[config.mk]
export PLATFORM = sky130hd
export DESIGN_NAME = alu_scalar_div_module
export DESIGN_NICKNAME = d
export VERILOG_FILES = /design/src/rtl/alu_scalar_div_module.sv
export SDC_FILE = /design/constraint.sdc
export NUM_CORES = 1
export LEC_CHECK = 0
export BUFFER_PORTS_ARGS = -buffer_cell sky130_fd_sc_hd__buf_2
export CORE_MARGIN = 3
export CORE_UTILIZATION = 55
export CTS_BUF_LIST = sky130_fd_sc_hd__clkbuf_4 sky130_fd_sc_hd__clkbuf_8
export CTS_CLUSTER_DIAMETER = 120
export DETAILED_ROUTE_END_ITERATION = 6
export PLACE_DENSITY = 0.91
export SETUP_SLACK_MARGIN = 0.02
export SYNTH_ARGS = -nofsm -noshare
export SYNTH_HDL_FRONTEND = slang
export SYNTH_SLANG_ARGS = --single-unit
[constraint.sdc]
create_clock -name clk -period 4.8 [get_ports clk]
set_input_delay 0.48 -clock clk [delete_from_list [all_inputs] [get_ports clk]]
set_output_delay 0.48 -clock clk [all_outputs]
set_load 0.1 [all_outputs]
[src/rtl/alu_scalar_div_module.sv]
// Sequential signed divider: divides a 5x5 int8 matrix by a signed int8 scalar,
// one element at a time with an 8-step restoring divider on magnitudes.
module alu_scalar_div_module (
  input  logic         clk,
  input  logic         rst_n,
  input  logic         start,
  input  logic [199:0] A_flat,
  input  logic [7:0]   scalar,
  output logic [199:0] C_flat,
  output logic         busy,
  output logic         done,
  output logic         overflow_flag,
  output logic         div_zero_flag
);

  typedef enum logic [1:0] {S_IDLE, S_DIV, S_STORE, S_DONE} state_t;

  state_t       state_q, state_d;
  logic [199:0] a_q, a_d;
  logic [199:0] c_q, c_d;
  logic [7:0]   s_q, s_d;
  logic [7:0]   dvd_q, dvd_d;
  logic [7:0]   quo_q, quo_d;
  logic [8:0]   rem_q, rem_d;
  logic [4:0]   idx_q, idx_d;
  logic [2:0]   cnt_q, cnt_d;
  logic         busy_q, busy_d;
  logic         done_q, done_d;
  logic         ovf_q, ovf_d;
  logic         dz_q, dz_d;

  logic [8:0]   shifted;
  logic [8:0]   dvsr;
  logic [7:0]   elem;
  logic [7:0]   nxt_elem;
  logic [4:0]   idx_nx;
  logic [7:0]   res_byte;

  // Unsigned magnitude; -128 maps to 128 (0x80) as an unsigned value.
  function automatic logic [7:0] mag8(input logic [7:0] v);
    return v[7] ? (~v + 8'd1) : v;
  endfunction

  function automatic logic [7:0] apply_sign(input logic [7:0] q, input logic neg);
    return neg ? (~q + 8'd1) : q;
  endfunction

  always_comb begin
    state_d = state_q;
    a_d     = a_q;
    c_d     = c_q;
    s_d     = s_q;
    dvd_d   = dvd_q;
    quo_d   = quo_q;
    rem_d   = rem_q;
    idx_d   = idx_q;
    cnt_d   = cnt_q;
    busy_d  = busy_q;
    done_d  = 1'b0;
    ovf_d   = ovf_q;
    dz_d    = dz_q;

    // idx_nx is clamped so the next-element select never leaves the matrix.
    idx_nx   = (idx_q == 5'd24) ? 5'd0 : idx_q + 5'd1;
    elem     = a_q[{idx_q, 3'b000} +: 8];
    nxt_elem = a_q[{idx_nx, 3'b000} +: 8];
    dvsr     = {1'b0, mag8(s_q)};
    shifted  = (rem_q << 1) | {8'h00, dvd_q[7]};
    res_byte = apply_sign(quo_q, elem[7] ^ s_q[7]);

    case (state_q)
      S_IDLE: begin
        if (start) begin
          a_d   = A_flat;
          s_d   = scalar;
          c_d   = '0;
          ovf_d = 1'b0;
          dz_d  = 1'b0;
          idx_d = 5'd0;
          if (scalar == 8'd0) begin
            dz_d    = 1'b1;
            done_d  = 1'b1;
            state_d = S_DONE;
          end else begin
            dvd_d   = mag8(A_flat[7:0]);
            rem_d   = 9'd0;
            quo_d   = 8'd0;
            cnt_d   = 3'd0;
            busy_d  = 1'b1;
            state_d = S_DIV;
          end
        end
      end
      S_DIV: begin
        dvd_d = {dvd_q[6:0], 1'b0};
        if (shifted >= dvsr) begin
          rem_d = shifted - dvsr;
          quo_d = {quo_q[6:0], 1'b1};
        end else begin
          rem_d = shifted;
          quo_d = {quo_q[6:0], 1'b0};
        end
        cnt_d = cnt_q + 3'd1;
        if (cnt_q == 3'd7) state_d = S_STORE;
      end
      S_STORE: begin
        c_d[{idx_q, 3'b000} +: 8] = res_byte;
        // -128 / -1 naturally yields 0x80 here; only the sticky flag is extra.
        if (elem == 8'h80 && s_q == 8'hFF) ovf_d = 1'b1;
        if (idx_q == 5'd24) begin
          busy_d  = 1'b0;
          done_d  = 1'b1;
          state_d = S_DONE;
        end else begin
          idx_d   = idx_nx;
          dvd_d   = mag8(nxt_elem);
          rem_d   = 9'd0;
          quo_d   = 8'd0;
          cnt_d   = 3'd0;
          state_d = S_DIV;
        end
      end
      S_DONE: begin
        state_d = S_IDLE;
      end
      default: state_d = S_IDLE;
    endcase
  end

  always_ff @(posedge clk or negedge rst_n) begin
    if (!rst_n) begin
      state_q <= S_IDLE;
      a_q     <= '0;
      c_q     <= '0;
      s_q     <= '0;
      dvd_q   <= '0;
      quo_q   <= '0;
      rem_q   <= '0;
      idx_q   <= '0;
      cnt_q   <= '0;
      busy_q  <= 1'b0;
      done_q  <= 1'b0;
      ovf_q   <= 1'b0;
      dz_q    <= 1'b0;
    end else begin
      state_q <= state_d;
      a_q     <= a_d;
      c_q     <= c_d;
      s_q     <= s_d;
      dvd_q   <= dvd_d;
      quo_q   <= quo_d;
      rem_q   <= rem_d;
      idx_q   <= idx_d;
      cnt_q   <= cnt_d;
      busy_q  <= busy_d;
      done_q  <= done_d;
      ovf_q   <= ovf_d;
      dz_q    <= dz_d;
    end
  end

  assign C_flat        = c_q;
  assign busy          = busy_q;
  assign done          = done_q;
  assign overflow_flag = ovf_q;
  assign div_zero_flag = dz_q;

endmodule

## Yosys cells after proc, flatten, opt, wreduce, memory -nomap -nowiden

Cells that the tools add are included.

| storage, ports and cells | value |
|---|---|
| register bits after elaboration | 446 |
| input port bits | 211 |
| output and inout port bits | 204 |
| logic and storage cells | 102 |

| operators by class | value |
|---|---|
| add/subtract/negate cells | 8 |
| $lt $le $gt $ge | 1 |
| equality and inequality tests | 13 |
| shifts and indexed selects | 4 |
| muxes and demuxes | 45 |
| bitwise logic cells | 6 |
| reduce and logical (&&, ||, !) cells | 12 |

Operator list:

| kind | number |
|---|---|
| case mux 200 bit (2 select lines) | 1 |
| variable part select 200 x 9 -> 8 bit | 2 |
| bitwise mux 200 bit | 1 |
| 2-to-1 mux 200 bit | 1 |
| variable shift 8 x 10 -> 200 bit (first input constant) | 1 |
| variable part select 8 x 10 -> 200 bit | 1 |
| 2-to-1 mux 8 bit | 14 |
| case mux 8 bit (3 select lines) | 3 |
| adder 8 x 1 -> 8 bit (second input constant) | 4 |
| NOT 8 bit | 4 |
| == test 8 bit (second input constant) | 2 |
| 2-to-1 mux 5 bit | 3 |
| != test 2 bit (second input constant) | 6 |
| negator 8 -> 10 bit | 1 |
| case mux 5 bit (2 select lines) | 1 |
| greater-or-equal comparator 9 x 8 -> 1 bit | 1 |
| 2-to-1 mux 1 bit | 9 |
| 2-to-1 mux 3 bit | 3 |
| OR 9 x 1 -> 9 bit | 1 |
| case mux 3 bit (3 select lines) | 1 |
| logical NOT 8 bit | 1 |
| 2-to-1 mux 2 bit | 4 |
| case mux 2 bit (4 select lines) | 1 |
| AND reduction 4 bit | 2 |
| 15 further kinds | 21 |

## Logic depth before layout (Yosys ltp)

Gate-level depths: netlist of the first run.

| logic depth | value |
|---|---|
| word-level depth | 8 |
| gate-level depth with buffers | 20 |
| mapped depth without buffers | 14 |

## Worst setup path after synthesis of the first run

No wires, ideal clock.

| timing | value |
|---|---|
| path kind | register to register |
| start | reg idx_q[0] |
| end | reg dvd_q[4] |
| library setup time | 0.110 ns |
| arrival time | 3.855 ns |
| required time | 4.690 ns |
| setup slack | 0.835 ns |
| cell stages (with the launch flop) | 20 |
| buffers on the path | 6 |
| clock period less this slack | 3.965 ns |
| cells stage by stage | dfrtp_1 buf_6 buf_4 inv_2 buf_2 buf_1 ha_1 buf_2 or2_0 a21o_1 and2_1 clkbuf_1 nor3_2 a21oi_1 a32o_1 ha_1 a21boi_0 a21oi_1 xor2_1 o41ai_1 |

| between the ends | value |
|---|---|
| cells in the longest elaborated chain, start to end | 8 |
| elaborated cells on any way between the ends | 11 |
| those cells by class | add/sub (2); eq/ne (2); shift (1); mux (4); bitwise (1); reduce/logical (1) |

RTL lines:

| element | line | source |
|---|---|---|
| start: declaration | 25 | `logic [4:0] idx_q, idx_d;` |
| start signal: assignment | 153 | `idx_q <= idx_d;` |
| adder 5 x 1 -> 5 bit / == test 5 bit (equally long branches) | 64, 110 |  |
| 2-to-1 mux 5 bit | 64 | `idx_nx = (idx_q == 5'd24) ? 5'd0 : idx_q + 5'd1;` |
| variable part select 200 x 9 -> 8 bit | 66 | `nxt_elem = a_q[{idx_nx, 3'b000} +: 8];` |
| NOT 8 bit | 41 | `return v[7] ? (~v + 8'd1) : v;` |
| adder 8 x 1 -> 8 bit | 41 |  |
| 2-to-1 mux 8 bit | 41 |  |
| 2-to-1 mux 8 bit | 110 | `if (idx_q == 5'd24) begin` |
| case mux 8 bit (3 select lines) | 71 | `case (state_q)` |
| end signal: assignment | 150 | `dvd_q <= dvd_d;` |
| end: declaration | 22 | `logic [7:0] dvd_q, dvd_d;` |

Parallel ways exist; a longest one is shown, timed or not. The select of a mux whose other input is x is not followed.
A chain may end at the register's enable or synchronous reset.

## Worst setup path in the final report of the first run

| timing | value |
|---|---|
| start | reg idx_q[0] |
| end | reg c_q[178], in the netlist C_flat[178] |

| between the ends | value |
|---|---|
| cells in the longest elaborated chain, start to end | 6 |
| elaborated cells on any way between the ends | 8 |
| those cells by class | add/sub (1); shift (3); mux (3); bitwise (1) |

RTL lines:

| element | line | source |
|---|---|---|
| variable part select 200 x 9 -> 8 bit | 65 | `elem = a_q[{idx_q, 3'b000} +: 8];` |
| XOR 1 bit | 69 | `res_byte = apply_sign(quo_q, elem[7] ^ s_q[7]);` |
| 2-to-1 mux 8 bit | 45 | `return neg ? (~q + 8'd1) : q;` |
| variable part select 8 x 10 -> 200 bit | 107 | `c_d[{idx_q, 3'b000} +: 8] = res_byte;` |
| bitwise mux 200 bit * | 107 |  |
| case mux 200 bit (2 select lines) * | 71 |  |
| end signal: assignment | 134 | `c_q <= '0;` |
| end signal: assignment | 148 | `c_q <= c_d;` |
| end: declaration | 20 | `logic [199:0] c_q, c_d;` |

Mark *: on every way between the ends. The rest lies on a longest branch, timed or not.

==> results of run 1 <==
## cell type report
cell class                      instances  share of cell area, %
Sequential cell                       446                   43.8
Multi-Input combinational cell       1301                   37.3
Timing Repair Buffer                  454                   9.51
Clock buffer                          115                   5.72
Tap cell                              511                   2.51
Clock inverter                         17                  0.639
Inverter                               26                  0.383
Antenna cell                            7                 0.0688
## repair_timing
item                                   4_1_cts  5_1_grt
hold buffers                                 1        0
buffers inserted                             0        0
endpoints found under the hold margin       71        0
## layout by cell type (no fill, tap or decap), types with 9 or more instances in the layout
cell      Yosys  routed
a22o_1      102     102
nor2_1       64      63
a22oi_1      10      10
or3_1        10      10
xor2_1       14      14
o31ai_1       9       9
and3_1       10      10
nand2_1     207     206
mux4_2       10      10
buf_2        42     413
nand2b_1     19      19
o21ai_1      82      82
a21oi_1      44      44
clkbuf_8      0      95
nor3_1       27      27
buf_4         2      36
mux2_2      213     213
clkbuf_4      0      20
nor2b_1      17      17
inv_1        23      23
o22ai_1      21      21
o221ai_1     10      10
and2_1       10      10
nor4_1       40      40
nand3_1      51      51
mux2i_1      38      38
o211ai_1     12      12
dfrtp_1     446     445
o21ai_0      64      64
a31oi_1      29      29
ha_1         23      22
a211oi_1     28      28
xnor2_1      13      13
## sequential cells by signal, summed over array words and instances, names as in the netlist
signal,flops
cnt_q,3
s_q,8
state_q,2
idx_q,5
busy,1
overflow_flag,1
rem_q,8
a_q,200
dvd_q,8
div_zero_flag,1
C_flat,200
quo_q,8
done,1
## synthesized netlist by cell type (12+ instances only)
master	number
mux2i_1	38
nor3_1	27
nand2b_1	19
inv_1	23
a211oi_1	28
buf_2	42
o21ai_0	64
clkbuf_1	62
nor2b_1	17
o22ai_1	21
buf_1	12
nand2_1	207
a22o_1	102
nor4_1	40
dfrtp_1	446
nor2_1	64
a21oi_1	44
xnor2_1	13
nand3_1	51
o211ai_1	12
ha_1	23
a31oi_1	29
xor2_1	14
o21ai_1	82
mux2_2	213
## worst reg2reg max path, delay by kind of cell (launching register included)
family | cells | cell delay (ps)
muxes | 2 | 950
xor gates and xnor gates | 2 | 1160
AOI/OAI and AO/OA | 2 | 640
and+or+nand+nor | 2 | 420
DFF | 1 | 530
buffers and inverters | 1 | 350
## through the flow
| step | std cells | hold slack, ps | util, % | setup WS (ps) |
|---|---|---|---|---|
| final | 2877 | 66.2 | 67.1 | 658 |
| after global routing | 2874 | 55.5 | 67.1 | 580 |
| after CTS | 2870 | 33.5 | 67.1 | 754 |
| after detailed placement | 2737 | 465 | 62.8 | 795 |
| after global placement | 2737 | 454 | 62.8 | 990 |
| after floorplan | 1898 | 184 | - | 835 |
## worst min path at each step
stage	startpoint	to	slack (ps)	cells after the start
floorplan	rst_n	C_flat[0]	180	0
global placement	cnt_q[1]	cnt_q[1]	450	2
detailed placement	C_flat[65]	C_flat[65]	470	2
CTS	A_flat[14]	a_q[14]	30	2
global route	A_flat[30]	a_q[30]	60	2
finish	A_flat[14]	a_q[14]	70	2
## metal layers
| layer | up-vias | share of wire (%) | GRT usage (%) |
|---|---|---|---|
| li1 | 7873 | - | - |
| met4 | 10 | 5.9 | 17.9 |
| met3 | 329 | 11 | 8.51 |
| met1 | 9094 | 36 | 41.7 |
| met2 | 1380 | 48 | 55.7 |
| met5 | - | 0.088 | 0 |
## report_power, final
part	leakage [nW]	switching, W	internal [W]
Sequential	5.86	0.000233	0.00396
Combinational	5.50	0.00118	0.000633
Clock	0.851	0.00159	0.00205
Total	12.2	0.00301	0.00664
## logic make-up after synthesis
family                   count (synthesis)  synth area share [%]
multiplexers                           263                  14.2
AND/OR/NAND/NOR                        494                  11.2
buffers and inverters                  151                  3.19
adder cells (fa/ha/maj)                 24                  1.44
AO/OA/AOI/OAI                          487                  16.0
XOR/XNOR                                33                  1.62
flip-flops                             446                  52.3
==> results, run 1 <==
- The flow ran to the end, but the final reports show violations.
- The final reports fail on DRC.
- The buffer cell driving the clock tree root is clkbuf_8.
- During placement, the flow inserted port buffers numbering 414.
- The post-route cell area is 25,500 um^2.
- The number of levels in the clock H-tree is 3.
- After synthesis, the cell types taking the most area are dfrtp_1 52%, mux2_2 11%, a22o_1 4.2%.
- The routed layout has around 19k vias.
- The post-layout net count is 2,538.
- The max-slew violation count is 0.
- The post-synthesis net count is 2,133.
- The reported leakage power is ~12 nW.
- The count of cells resized by post-cts repair is 0.
- The maximum vdd drop is around 260 uV.
- The combined flip-flop and latch cell area is about 11,000 um^2.
- The first-pass detailed-route iteration total is 7.
- The count of cells along the worst register-to-register path is 9.
- The initial antenna violation count was 13.
- The number of buffers and inverters on the critical path is 1.
- Clock latency on the worst-skew pair, taken at its later pin, is between 600 and 700 ps.
- The area growth from synthesis to layout is 19.4%.
- The instance count of the mapped netlist is ~1.9k.
- In this run the power density over the cells is 379 nW/um^2.
- STA classifies the critical path startpoint as a flip-flop.
- The class of the most critical setup path is flip-flop to flip-flop.
- The wire length per cell after detailed routing is about 25 um.
- After synthesis the netlist holds a flip-flop and latch count of between 400 and 500.
- The DRC violation count after routing is 1.
- The worst reg2reg path startpoint is idx_q[0].
- The die outline height is 203 um.
- Across all register-to-register paths, the minimum setup slack is ~660 ps.
- In this run, synthesis inferred 0 flip-flops with an integrated enable.
- The critical path ends at C_flat[178].
- The mean area per synthesized cell is 11.2 um^2.
- Summed over all layers, the global routing overflow is 0.
- The logic depth of the worst setup path including buffers is 9.
- For the final database, setup skew stands at between 30 and 40 ps.
- The via count of the first global-routing pass is 18.7k.
- After layout, the minimum clock period comes to about 4100 ps.
- The type of destination of the critical path is a flip-flop.
- Summing all placed instances gives a cell area of ~24,000 um^2.
- In this run the worst path has a maximum fanout of roughly 80.
- The worst setup path startpoint is idx_q[0].
- The clock tree from TritonCTS is built.
- The via density per instance is around 6.5.
- Routability-driven placement finished with a final weighted congestion of slightly above 1.
- The class of the tightest hold or removal check is primary input to flip-flop.
- Sequential elements use between 50% and 60% of the synthesized area.
- The data arrival at the endpoint of the critical path is about 4700 ps.
- The mapped netlist covers between 20,000 and 25,000 um^2.
- The floorplan step defined a die boundary enclosing between 40,000 and 50,000 um^2.
- For this run, the leading register cell type out of synthesis is dfrtp_1.
- Setup repair after global routing left no endpoint under its margin.
- The final number of hold-violating endpoints is 0.
- The floorplan step defined a core boundary enclosing roughly 38,000 um^2.
- The first global-routing pass estimated 109,000 um of wire.
- Row generation in the floorplan step produced 71 rows.
- The share of the synthesized area in the top cell type is a little over half.
- Summed over all layers, the routed wires come to about 70,000 um.
- In this run the remaining antenna-violating nets after routing total 0.
- For this run, the number of Yosys warnings is 0.
- The final setup violation count is 0.
- In the synthesized netlist the async set-or-reset flop fraction comes to between 90% and 100%.
- The layout has between 2k and 3k filler cells.
- After clock tree synthesis, the clock-pin slew on the worst setup and hold paths is roughly 60 ps.
- The gate family responsible for the most delay along the worst path is XOR/XNOR gates.
- On the worst path, the slowest cell contributes a delay of roughly 900 ps.
- Cells with a size suffix above 1 make up 35.6% of the layout.
- The multi-input combinational cells in the finished layout cover a total of approximately 9500 um^2.
- Static timing analysis puts the maximum clock frequency at around 240 MHz.
- The sum of net half-perimeters after detailed placement is about 51,000 um.
- The number of buffers on the longest clock path is 3.
- The headroom to the max-slew limit is 23.1%.
- For this configuration, the core starts out at a cell density of around 56%.
- The first routing iteration left between 2k and 2.5k violations.
- The slowest stage of the critical path is the xor2_1 cell.
- After layout, the design draws a total of ~0.0096 W.
- Setup total negative slack on the finished layout was measured at 0 ps.
- The data required time at the worst endpoint is approximately 5300 ps.
- The die is roughly 200 um wide.
- The aggregate global-route resource usage is between 30% and 40%.
- The worst register-to-register path ends at C_flat[178].
- In this run, CTS created clock tree buffers numbering 74.
- The I/O pin total is ~420.
- Walking the worst path, the cells encountered are buf_12, mux4_2, mux2i_1, nor2_1, a211oi_4, xnor2_4, nor2b_4, xor2_1, a22o_1.
- The pin count of the biggest net entering global routing is ~140.
- At the pin with the least slew margin, the transition time is between 1000 and 1500 ps.
- The tool flagged a number of max-cap violations equal to 0.
- The share of the clock period used by the worst path after layout is about 86%.
- The count of different cell masters after synthesis is between 80 and 90.
- The library cell with the largest summed area after synthesis is dfrtp_1.
- Counting every sink on the clock net gives ~450.
Note: power is estimated with default switching activity, not from simulation.
==> run 2: changes to the inputs <==
--- a/config.mk
+++ b/config.mk
@@ -6,12 +6,13 @@
 export NUM_CORES = 1
 export LEC_CHECK = 0
 export BUFFER_PORTS_ARGS = -buffer_cell sky130_fd_sc_hd__buf_2
+export CORE_ASPECT_RATIO = 1.5
 export CORE_MARGIN = 3
 export CORE_UTILIZATION = 55
 export CTS_BUF_LIST = sky130_fd_sc_hd__clkbuf_4 sky130_fd_sc_hd__clkbuf_8
 export CTS_CLUSTER_DIAMETER = 120
 export DETAILED_ROUTE_END_ITERATION = 6
-export PLACE_DENSITY = 0.91
+export PLACE_DENSITY = 0.85
 export SETUP_SLACK_MARGIN = 0.02
 export SYNTH_ARGS = -nofsm -noshare
 export SYNTH_HDL_FRONTEND = slang
==> run 2 against run 1 <==
Net effect: the flow still finishes with violations (DRC); worst setup slack better by 330 ps; die area up 0.12%; critical path depth up 1; global-route usage shrank 0.62 points; via count decreased by 2.8%; non-clock buffer count rose by 9; critical path type unchanged.
==> results, run 2 (synthesis results as in run 1) <==
- The class of the most critical setup path was flip-flop to flip-flop (unchanged).
- RSZ-0062 raised after global routing: no (unchanged).
- The non-filler instance count after layout is 2,846 (was 2,877).
- The area of the multi-input gates is 9500 um^2 (about the same).
- The actual slew at the worst max-slew pin is 1290 ps (was 1150 ps).
- The total clock buffers created by CTS was 67 (was 74).
- The worst reg2reg path startpoint is idx_q[0] (unchanged).
- The site row count came to 87 (was 71).
- The start point of the worst hold path was A_flat[169] (was A_flat[14]).
- The residual overflow from global routing is 0 (unchanged).
- Commonest cells after routing, fill and taps aside: 445 x dfrtp_1, 413 x buf_2, 213 x mux2_2 (unchanged).
- The number of sinks handled by clock tree synthesis was 446 (unchanged).
- Outcome: complete, but fails checks (unchanged).
- The via count of the first global-routing pass came to 18.7k (about the same).
- The core occupancy in the finished layout is 66.6% (was 67.1%).
- The most common library cell in the layout ignoring fill and taps is dfrtp_1 (unchanged).
- The reported max-cap violation count is 0 (unchanged).
- The number of placed instances with taps included is 2,724 (was 2,737).
- The area of the die is 41,200 um^2 (about the same).
- The number of buffers on the longest clock path is 3 (unchanged).
- The number of hold-repair buffers added at the cts stage is 1 (unchanged).
- The post-detailed-route count of antenna-violating nets was 0 (unchanged).
- The wire length per cell after detailed routing is 24.7 um (was 24.8 um).
- The first-pass detailed-route iteration total was 7 (unchanged).
- The headroom to the max-slew limit was 13.7% (was 23.1%).
- The count of cells along the worst register-to-register path is 10 (was 9).
- The power share of the sequential group is 44.4% (was 43.4%).
- The maximum vdd drop came to 291 uV (was 260 uV).
- The area growth from synthesis to layout came to 18.7% (was 19.4%).
- The clock skew is 29.5 ps (was 33.7 ps).
- The highest attainable clock frequency is 262 MHz (was 241 MHz).
- The combined flip-flop and latch cell area came to 11,200 um^2 (unchanged).
- The quantity of I/O buffers inserted on ports was 414 (unchanged).
- The clock-pin transition on the worst setup and hold timing paths is 70 ps (was 60 ps).
- The via density per instance is 6.38 (was 6.49).
- The endpoint of the worst hold path was a_q[169] (was a_q[14]).
- The share of the clock period used by the worst path after layout is 79.5% (was 86.3%).
- The setup total negative slack is 0 ps (unchanged).
- The number of filler cells placed in the layout is 2,882 (was 2,744).
- The pin count of the biggest net entering global routing came to 212 (was 141).
- The data arrival at the endpoint of the critical path is 4290 ps (was 4690 ps).
- The final number of hold-violating endpoints came to 0 (unchanged).
- The capture point of the worst reg-to-reg path is C_flat[69] (was C_flat[178]).
- The top fanout value on the critical path is 46 (was 79).
- The fraction of layout instances using a drive strength above 1 is 35.4% (was 35.6%).
- The I/O pin total came to 415 (unchanged).
- The share of total power in the clock network is 35.8% (was 37.8%).
- The switching power share of the total is 31.5% (was 31.2%).
- The data required time at the worst endpoint is 5280 ps (was 5340 ps).
- CP cell instances: buf_4, mux4_2, nor2b_4, a31oi_4, o21ai_2, a211oi_4, xnor2_4, o31ai_4, xor2_2, o21ai_0 (was buf_12, mux4_2, mux2i_1, nor2_1, a211oi_4, xnor2_4, nor2b_4, xor2_1, a22o_1).
- The sum of net half-perimeters after detailed placement came to 51,800 um (was 51,500 um).
- Violated checks: DRC (unchanged).
- The combinational power share is 19.8% (was 18.8%).
- The aggregate global-route resource usage came to 33.4% (was 34.0%).
- The DRC violation count after routing was 4 (was 1).
- The initial standard-cell utilization of the core is 56.1% (was 56.2%).
- The minimum clock period came to 3810 ps (was 4140 ps).
- The depth of the worst hold-timing path is 2 (unchanged).
- The net switching power came to 0.00295 W (was 0.00301 W).
- The global-route wire length before repair is 107,000 um (was 109,000 um).
- The clock insertion delay at the later pin of the skew report is 640 ps (was 650 ps).
- The number of levels in the clock H-tree came to 3 (unchanged).
- The register-to-register path setup slack is 990 ps (was 660 ps).
- The nature of the critical path startpoint is a flip-flop (unchanged).
- The biggest cell delay along the critical path is 740 ps (was 900 ps).
- The power per unit of standard cell area is 370 nW/um^2 (was 379 nW/um^2).
- The critical path's slowest cell is xor2_2 (was xor2_1).
- The total setup buffers inserted after CTS is 0 (unchanged).
- The class of the tightest hold or removal check is primary input to flip-flop (unchanged).
- The die outline height is 247 um (was 203 um).
- The worst setup path startpoint is idx_q[0] (unchanged).
- The post-layout net count came to 2,540 (was 2,538).
- The first-iteration detailed-routing DRC count came to 1,902 (was 2,381).
- The type of destination of the critical path is a flip-flop (unchanged).
- The total vias in the final route is 18.2k (was 18.7k).
- The final setup violation count was 0 (unchanged).
- The buffer cell driving the clock tree root is clkbuf_8 (unchanged).
- The horizontal extent of the die is 167 um (was 203 um).
- The final weighted congestion in routability-driven placement is 1.01 (was 1.02).
- The overall routed net length was 70,200 um (was 71,400 um).
- The count of cells resized by post-cts repair is 0 (unchanged).
- The initial antenna violation count is 2 (was 13).
- The clock tree from TritonCTS is built (unchanged).
- The reported leakage power came to 12.2 nW (about the same).
- The internal power summed over all cells is 0.00642 W (was 0.00664 W).
- The core outline area is 38,000 um^2 (was 37,900 um^2).
- The max-slew violation count is 0 (unchanged).
-- run 2: cell types whose count changed in the layout (fill, tap and decap cells not counted), moves of 4 or more --
| cell | before | now |
|---|---|---|
| buf_4 | 36 | 45 |
| clkbuf_4 | 20 | 25 |
| clkbuf_8 | 95 | 79 |
| clkinv_2 | 7 | 3 |
| diode_2 | 7 | 2 |
-- run 2: per-stage QoR --
stage | cell area [um^2] | hold WS [ps] | total power (W) | setup slack (ps)
6_report | 25300 | 79.0 | 0.00937 | 986
5_1_grt | 25300 | 60.9 | 0.00971 | 701
4_1_cts | 25300 | 42.4 | 0.00938 | 1020
3_5_place_dp | 23900 | 469 | 0.00604 | 1030
3_3_place_gp | 23900 | 454 | 0.00598 | 1130
2_1_floorplan | 21300 | 184 | 0.00539 | 835
-- run 2: power by group through the flow --
stage	clock [W]	sequential (W)	combinational, W
floorplan	0	0.00431	0.00108
global route	0.00356	0.00418	0.00196
CTS	0.00339	0.00416	0.00183
global placement	0	0.00421	0.00177
finish	0.00335	0.00416	0.00185
detailed placement	0	0.00422	0.00182
-- run 2: layer usage --
metal	share of wire (%)	global-route usage, %	routed length, um	vias up
met2	51	59.1	35600	1146
met5	0	0	0	-
li1	-	-	-	7842
met3	7.7	6.35	5400	355
met1	34	36.2	23700	8826
met4	7.9	22.7	5530	0
-- run 2: cell type report --
type,instances,share of cell area [%]
antenna,2,0.0198
clock buffer,104,5.04
clock inverter,15,0.677
inverter,26,0.386
multi-input combinational,1301,37.5
sequential,446,44.1
tap,489,2.42
timing repair buffer,463,9.84
-- run 2: worst max-delay path by stage --
stage,to
after floorplan,dvd_q[4]
after global placement,C_flat[70]
after detailed placement,C_flat[70]
after CTS,C_flat[70]
after global routing,dvd_q[4]
final,C_flat[69]
-- run 2: critical path, delay by kind of cell, from the launching register on --
kind            cells  cell delay (ps)
flops               1              460
mux                 1              600
simple gates        1              150
compound gates      5              960
buf+inv             1              480
xor+xnor            2              990
